[src/rtl/xs3_bcd_seq_conv.sv]
// Sequential excess-3 to BCD converter: one nibble per clock, LSD first, valid/ready on both sides.
// Optional XS3_BIDIR_EN adds a dir port selecting the BCD->XS3 encode direction.
module xs3_bcd_seq_conv #(
  parameter int unsigned DIGITS = 4
) (
  input  logic                  clk,
  input  logic                  rst_n,
  input  logic                  in_valid,
  output logic                  in_ready,
  input  logic [4*DIGITS-1:0]   din,
`ifdef XS3_BIDIR_EN
  input  logic                  dir,
`endif
  output logic                  out_valid,
  input  logic                  out_ready,
  output logic [4*DIGITS-1:0]   dout,
  output logic                  err,
  output logic [DIGITS-1:0]     err_mask
);

  localparam int unsigned W  = 4 * DIGITS;
  localparam int unsigned CW = $clog2(DIGITS) + 1;

  typedef enum logic [1:0] {StIdle, StConv, StDone} state_e;

  state_e            state_q, state_d;
  logic [CW-1:0]     cnt_q, cnt_d;
  logic [W-1:0]      sh_q, sh_d;
  logic [W-1:0]      dout_q, dout_d;
  logic [DIGITS-1:0] mask_q, mask_d;
  logic              err_q, err_d;

  logic [3:0]        nib;
  logic [3:0]        dig_res;
  logic              dig_bad;

`ifdef XS3_BIDIR_EN
  logic              dir_q, dir_d;
`endif

  // The digit under conversion always sits in the low nibble of the shift register.
  assign nib = sh_q[3:0];

  always_comb begin
    dig_res = 4'hF;
    dig_bad = 1'b1;
`ifdef XS3_BIDIR_EN
    if (dir_q) begin
      if (nib <= 4'd9) begin
        dig_res = nib + 4'd3;
        dig_bad = 1'b0;
      end
    end else begin
      if (nib >= 4'd3 && nib <= 4'd12) begin
        dig_res = nib - 4'd3;
        dig_bad = 1'b0;
      end
    end
`else
    if (nib >= 4'd3 && nib <= 4'd12) begin
      dig_res = nib - 4'd3;
      dig_bad = 1'b0;
    end
`endif
  end

  always_comb begin
    state_d = state_q;
    cnt_d   = cnt_q;
    sh_d    = sh_q;
    dout_d  = dout_q;
    mask_d  = mask_q;
    err_d   = err_q;
`ifdef XS3_BIDIR_EN
    dir_d   = dir_q;
`endif
    unique case (state_q)
      StIdle: begin
        if (in_valid) begin
          state_d = StConv;
          sh_d    = din;
          cnt_d   = '0;
          mask_d  = '0;
          err_d   = 1'b0;
`ifdef XS3_BIDIR_EN
          dir_d   = dir;
`endif
        end
      end
      StConv: begin
        sh_d = sh_q >> 4;
        for (int unsigned i = 0; i < DIGITS; i++) begin
          if (cnt_q == CW'(i)) begin
            dout_d[4*i +: 4] = dig_res;
            mask_d[i]        = dig_bad;
          end
        end
        err_d = |mask_d;
        cnt_d = cnt_q + CW'(1);
        if (cnt_q == CW'(DIGITS - 1)) begin
          state_d = StDone;
        end
      end
      StDone: begin
        // A simultaneous in_valid is not taken here; acceptance needs a full IDLE cycle.
        if (out_ready) begin
          state_d = StIdle;
        end
      end
      default: state_d = StIdle;
    endcase
  end

  always_ff @(posedge clk or negedge rst_n) begin
    if (!rst_n) begin
      state_q <= StIdle;
      cnt_q   <= '0;
      sh_q    <= '0;
      dout_q  <= '0;
      mask_q  <= '0;
      err_q   <= 1'b0;
    end else begin
      state_q <= state_d;
      cnt_q   <= cnt_d;
      sh_q    <= sh_d;
      dout_q  <= dout_d;
      mask_q  <= mask_d;
      err_q   <= err_d;
    end
  end

`ifdef XS3_BIDIR_EN
  always_ff @(posedge clk or negedge rst_n) begin
    if (!rst_n) begin
      dir_q <= 1'b0;
    end else begin
      dir_q <= dir_d;
    end
  end
`endif

  assign in_ready  = (state_q == StIdle);
  assign out_valid = (state_q == StDone);
  assign dout      = dout_q;
  assign err       = err_q;
  assign err_mask  = mask_q;

endmodule

[config.mk]
export PLATFORM = sky130hd
export DESIGN_NAME = xs3_bcd_seq_conv
export DESIGN_NICKNAME = d
export VERILOG_FILES = /design/src/rtl/xs3_bcd_seq_conv.sv
export SDC_FILE = /design/constraint.sdc
export NUM_CORES = 1
export LEC_CHECK = 0
export CAP_MARGIN = 20
export CELL_PAD_IN_SITES_DETAIL_PLACEMENT = 1
export CELL_PAD_IN_SITES_GLOBAL_PLACEMENT = 2
export CORE_UTILIZATION = 28
export CTS_CLUSTER_SIZE = 20
export DETAILED_ROUTE_END_ITERATION = 10
export GPL_ROUTABILITY_DRIVEN = 0
export PLACE_DENSITY_LB_ADDON = 0.1
export SETUP_SLACK_MARGIN = 0.02
export SYNTH_ARGS = -nofsm -noshare
export SYNTH_HDL_FRONTEND = slang
export SYNTH_SLANG_ARGS = --single-unit
[constraint.sdc]
create_clock -name clk -period 1.5 [get_ports clk]
set_clock_uncertainty 0.2 [all_clocks]
set_input_delay 0.15 -clock clk [delete_from_list [all_inputs] [get_ports clk]]
set_output_delay 0.15 -clock clk [all_outputs]
set_load 0.01 [all_outputs]
=== After elaboration in Yosys (flattened, before gate mapping) ===
Cells that the tools add are included.
W data, S select, Z words.

* Add/subtract/negate cells: 2
* $lt $le $gt $ge: 2
* Eq/ne operators: 8
* Mux-type cells: 22
* Reduce and logical (&&, ||, !) cells: 11

{| class="wikitable"
|+ Operators with widths
! cell !! count
|-
| $pmux W16 S2 || 1
|-
| $mux W16 || 1
|-
| $mux W1 || 10
|-
| $reduce_and A2 Y1 || 5
|-
| $mux W4 || 2
|-
| $pmux W4 S2 || 1
|-
| $eq A3 B2 Y1 const B || 2
|-
| $mux W2 || 3
|-
| $pmux W2 S3 || 1
|-
| $pmux W3 S2 || 1
|-
| $ge A4 B2 Y1 const B || 1
|-
| $le A4 B4 Y1 const B || 1
|-
| $ne A2 B2 Y1 const B || 2
|-
| $reduce_or A4 Y1 || 1
|-
| $sub A4 B2 Y4 const B || 1
|-
| $add A3 B1 Y3 const B || 1
|-
| $eq A3 B1 Y1 const B || 1
|-
| $logic_not A3 Y1 || 1
|-
| $mux W3 || 1
|-
| $reduce_and A3 Y1 || 1
|-
| $eq A2 B1 Y1 const B || 1
|-
| $eq A2 B2 Y1 const B || 1
|-
| $logic_not A2 Y1 || 1
|-
| $ne A2 B1 Y1 const B || 1
|-
| other kinds (3) || 3
|}

* Register bits: 42
* Input bits: 20
* Output and inout port bits: 23
* Logic and storage cells: 54

=== Longest topological paths before layout ===
* Depth in word-level cells: 7
* Gate-level depth with buffers: 7
* Mapped depth without buffers: 6

=== Least setup slack after synthesis ===
OpenSTA, ideal clock, no wires.

* Path type: reg2reg
* From: register sh_q[0]
* To: register mask_q[1], in the netlist err_mask[1]
* Library setup time: 0.064 ns
* Data arrival time: 1.334 ns
* Data required time: 1.236 ns
* Path slack: -0.098 ns
* Stages on the path, launching flop included: 6
* Path buffers: 0
* Clock period less this slack: 1.598 ns
* Cells stage by stage: dfrtp_1 > ha_1 > or3_4 > o21ai_4 > and2_4 > a22o_2

* Word-level cells in the longest chain between the ends: 6
* Elaborated cells between the ends (all ways): 7
* Those cells by class: order compare (2); mux (4); reduce/logical (1)

{| class="wikitable"
|+ Ends and longest elaborated chain
! what !! line !! source
|-
| from (decl) || 28 || <nowiki>logic [W-1:0] sh_q, sh_d;</nowiki>
|-
| from (signal assigned) || 118 || <nowiki>sh_q <= '0;</nowiki>
|-
| from (signal assigned) || 125 || <nowiki>sh_q <= sh_d;</nowiki>
|-
| $ge A4 B2 Y1 or $le A4 B4 Y1 (tied branches) || 60 || <nowiki>if (nib >= 4'd3 && nib <= 4'd12) begin</nowiki>
|-
| $logic_and A1 B1 Y1 (*) || 60 ||
|-
| $mux W1 (*) || 60 ||
|-
| $mux W1 (*) || 93 || <nowiki>if (cnt_q == CW'(i)) begin</nowiki>
|-
| $mux W1 (*) || 77 || <nowiki>unique case (state_q)</nowiki>
|-
| $pmux W4 S2 (*) || 77 ||
|-
| to (signal assigned) || 127 || <nowiki>mask_q <= mask_d;</nowiki>
|-
| to (decl) || 30 || <nowiki>logic [DIGITS-1:0] mask_q, mask_d;</nowiki>
|}

Every way passes the cells marked *; elsewhere a longest branch is shown, timed or not. The select of a mux whose other input is x is not followed.
A chain may end at the register's enable or synchronous reset.

=== Worst setup path in the final report ===
* From: register sh_q[1]
* To: register mask_q[1], in the netlist err_mask[1]

The elaborated chain is that of the path after synthesis.

==> impl_metrics.tcl <==
set metrics [dict create \
    run_status "finished with violations" \
    violations "setup timing" \
    die_h_um 86.4 \
    clk_pin_slew_ns 0.08 \
    worst_slew_pin_slew_ns 0.268 \
    area_growth_pct 69.3 \
    rsz0062_at_grt "yes" \
    cts_root_buf "clkbuf_8" \
    power.density_nw_per_um2 2140 \
    avgViaCountPerCell 4.65 \
    drt_iter0_drc 49 \
    layout_common_cells "dfrtp_1, buf_4, dlygate4sd2_1" \
    grt_pass1_wl_mm 9.52 \
    max_freq_ghz 0.591 \
    die_w_um 86.4 \
    io_pins 43 \
    synth.distinct_cells 32 \
    ys_warn_count 0 \
    power_uw 7220 \
    synthCells 209 \
    period_minus_slack_ns 1.69 \
    p_int_uw 4370 \
    crit_type "reg -> reg" \
    crit_arrival_ns 1.73 \
    drv_cap 0 \
    avgRoutedWirePerCell_um 14.4 \
    syn-num-nets 236 \
    synth_area_um2 2000 \
    gr-total-overflow 0 \
    grt_antenna_before_repair 0 \
    pwr-share-seq 0.275 \
    combPwrFrac 0.598 \
    p_sw_frac 0.394 \
    cts_buffer_depth 2 \
    fin_nets 327 \
    ctsHtreeMaxLevel 2 \
    relSlewSlack 0.821 \
    drt-met1-wl_mm 2.71 \
    switchingPower_uw 2850 \
    clk_latency_ns 0.29 \
    hold_class "in -> async" \
    placedCellCount 375 \
    p_clk_frac 0.127 \
    ir_drop_uv 715 \
    finalSetupViolations 25 \
    dp_hpwl_mm 4.00 \
    drtAntennaViolNets 0 \
    ys_seq_area_frac 0.527 \
    whs_ns 0.166 \
    synth_seq_cells 42 \
    cts_made_buffers 5 \
    worst_ep_required_time_ns 1.53 \
    leakage_uw 0.00152 \
    layout_setup_ws_ns -0.193 \
    track_usage 0.166 \
    cp-end-kind "flip-flop" \
    vias 1843 \
    wirelength_mm 5.71 \
    drive_gt1_frac 0.433 \
    crit_path_start_kind "flip-flop" \
    avgSynthCellArea_um2 9.55 \
    initial_utilization 0.292 \
    n_antenna_cell 0 \
    grt_pass1_vias 1927 \
    wl_met3_um 189 \
    top_layer_used "met4" \
    drc 0 \
    clock_sinks 42 \
    die_area_um2 7470 \
    wl_met2_mm 2.78 \
    fin_cells 396 \
    tritoncts "done" \
    num_rows 30 \
    final_max_slew_viol_count 0 \
    port_buffers 42 \
    grt_start_max_net_pins 43 \
    mostFrequentLayoutCell "dfrtp_1" \
    firstDrtPassIters 4 \
    finalCritPeriodShare 1.13 \
    core-area_um2 6830 \
    hold_viol_final 0 \
    worstPathMaxFanout 6 \
]
worst max-delay path, cell delays in order (launching register included):
cell     delay, ns
dfrtp_1       0.44
ha_4          0.19
or3_4         0.33
o21ai_4       0.13
and2_4        0.21
a22o_2        0.14
per-layer routing:
layer | vias up | GRT usage
met2 | 45 | 0.285
met4 | 0 | 0.0318
met1 | 887 | 0.219
met3 | 4 | 0.0343
li1 | 907 | -
met5 | - | 0
area by class of cell:
type,instances,area (µm²)
Clock buffer,6,82.6
Fill cell,783,3450
Inverter,10,43.8
Timing Repair Buffer,93,865
Multi-Input combinational cell,148,1180
Clock inverter,1,30.0
Sequential cell,42,1060
Tap cell,96,120
registers in the layout, indices dropped and copies added (netlist names):
name and flops:
err_mask 4, state_q 2, dout 16, cnt_q 3, err 1, sh_q 16
worst paths after layout:
kind | to | startpoint | slack (ns) | depth (start not counted)
hold reg to reg | dout[7] | dout[7] | 0.28 | 2
setup / recovery | err_mask[1] | sh_q[1] | -0.19 | 5
hold / removal | dout[11] | rst_n | 0.17 | 3
min in group clk | state_q[1] | out_ready | 0.27 | 2
setup reg to reg | err_mask[1] | sh_q[1] | -0.19 | 5
max in group asynchronous | state_q[0] | rst_n | 0.72 | 3
through the flow:
step / utilization / worst slack, ns / TNS, ns / instance area (µm²)
finish: 0.495 / -0.193 / -2.43 / 3380
CTS: 0.457 / -0.174 / -2.36 / 3120
detailed placement: 0.410 / -0.199 / -5.60 / 2800
global route: 0.495 / -0.248 / -4.15 / 3380
global placement: 0.410 / -0.202 / -4.72 / 2800
floorplan: - / -0.0630 / -0.222 / 2010
power groups by stage:
| stage | Clock [µW] | Sequential, µW | Combinational, µW |
|---|---|---|---|
| after global placement | 0 | 1950 | 3240 |
| final | 919 | 1980 | 4320 |
| after detailed placement | 0 | 1950 | 3300 |
| after global routing | 998 | 2040 | 4720 |
| after floorplan | 0 | 1990 | 1560 |
| after CTS | 950 | 1930 | 3740 |
cells by family after synthesis:
| kind of cell | count (synthesis) | share of synthesized area |
|---|---|---|
| AND/OR/NAND/NOR | 69 | 0.166 |
| XOR/XNOR | 1 | 0.00439 |
| buffers and inverters | 19 | 0.0401 |
| AO/OA/AOI/OAI | 71 | 0.219 |
| flip-flops | 42 | 0.527 |
| adder cells (fa/ha/maj) | 7 | 0.0439 |
synthesized netlist by cell type (all sizes together):
cell type	count	area, µm²
dfrtp	42	1050
o21ai	29	156
nand2	27	101
nor2	18	72.6
a21oi	15	75.1
and2	11	71.3
inv	9	33.8
a31oi	8	50.1
nor2b	8	50.1
buf	7	35.0
ha	7	87.6
a22o	5	47.6
a22oi	5	37.5
o22ai	3	18.8
clkbuf	2	7.51
nand2b	2	12.5
a21o	1	8.76
a311oi	1	8.76
a32o	1	10.0
clkinv	1	3.75
nor3	1	5.00
o2111ai	1	8.76
o221ai	1	8.76
o31ai	1	7.51
or2	1	6.26
or3	1	11.3
xnor2	1	8.76
what timing repair did:
action | in CTS | in global routing
setup endpoints to repair | 59 | 43
resized for setup | 78 | 67
cloned | 0 | 1
setup buffers | 11 | 4
pin swaps | 13 | 19
hold buffers | 1 | 0
endpoints found under the hold margin | 42 | 0
(Power assumes the default switching activity.)
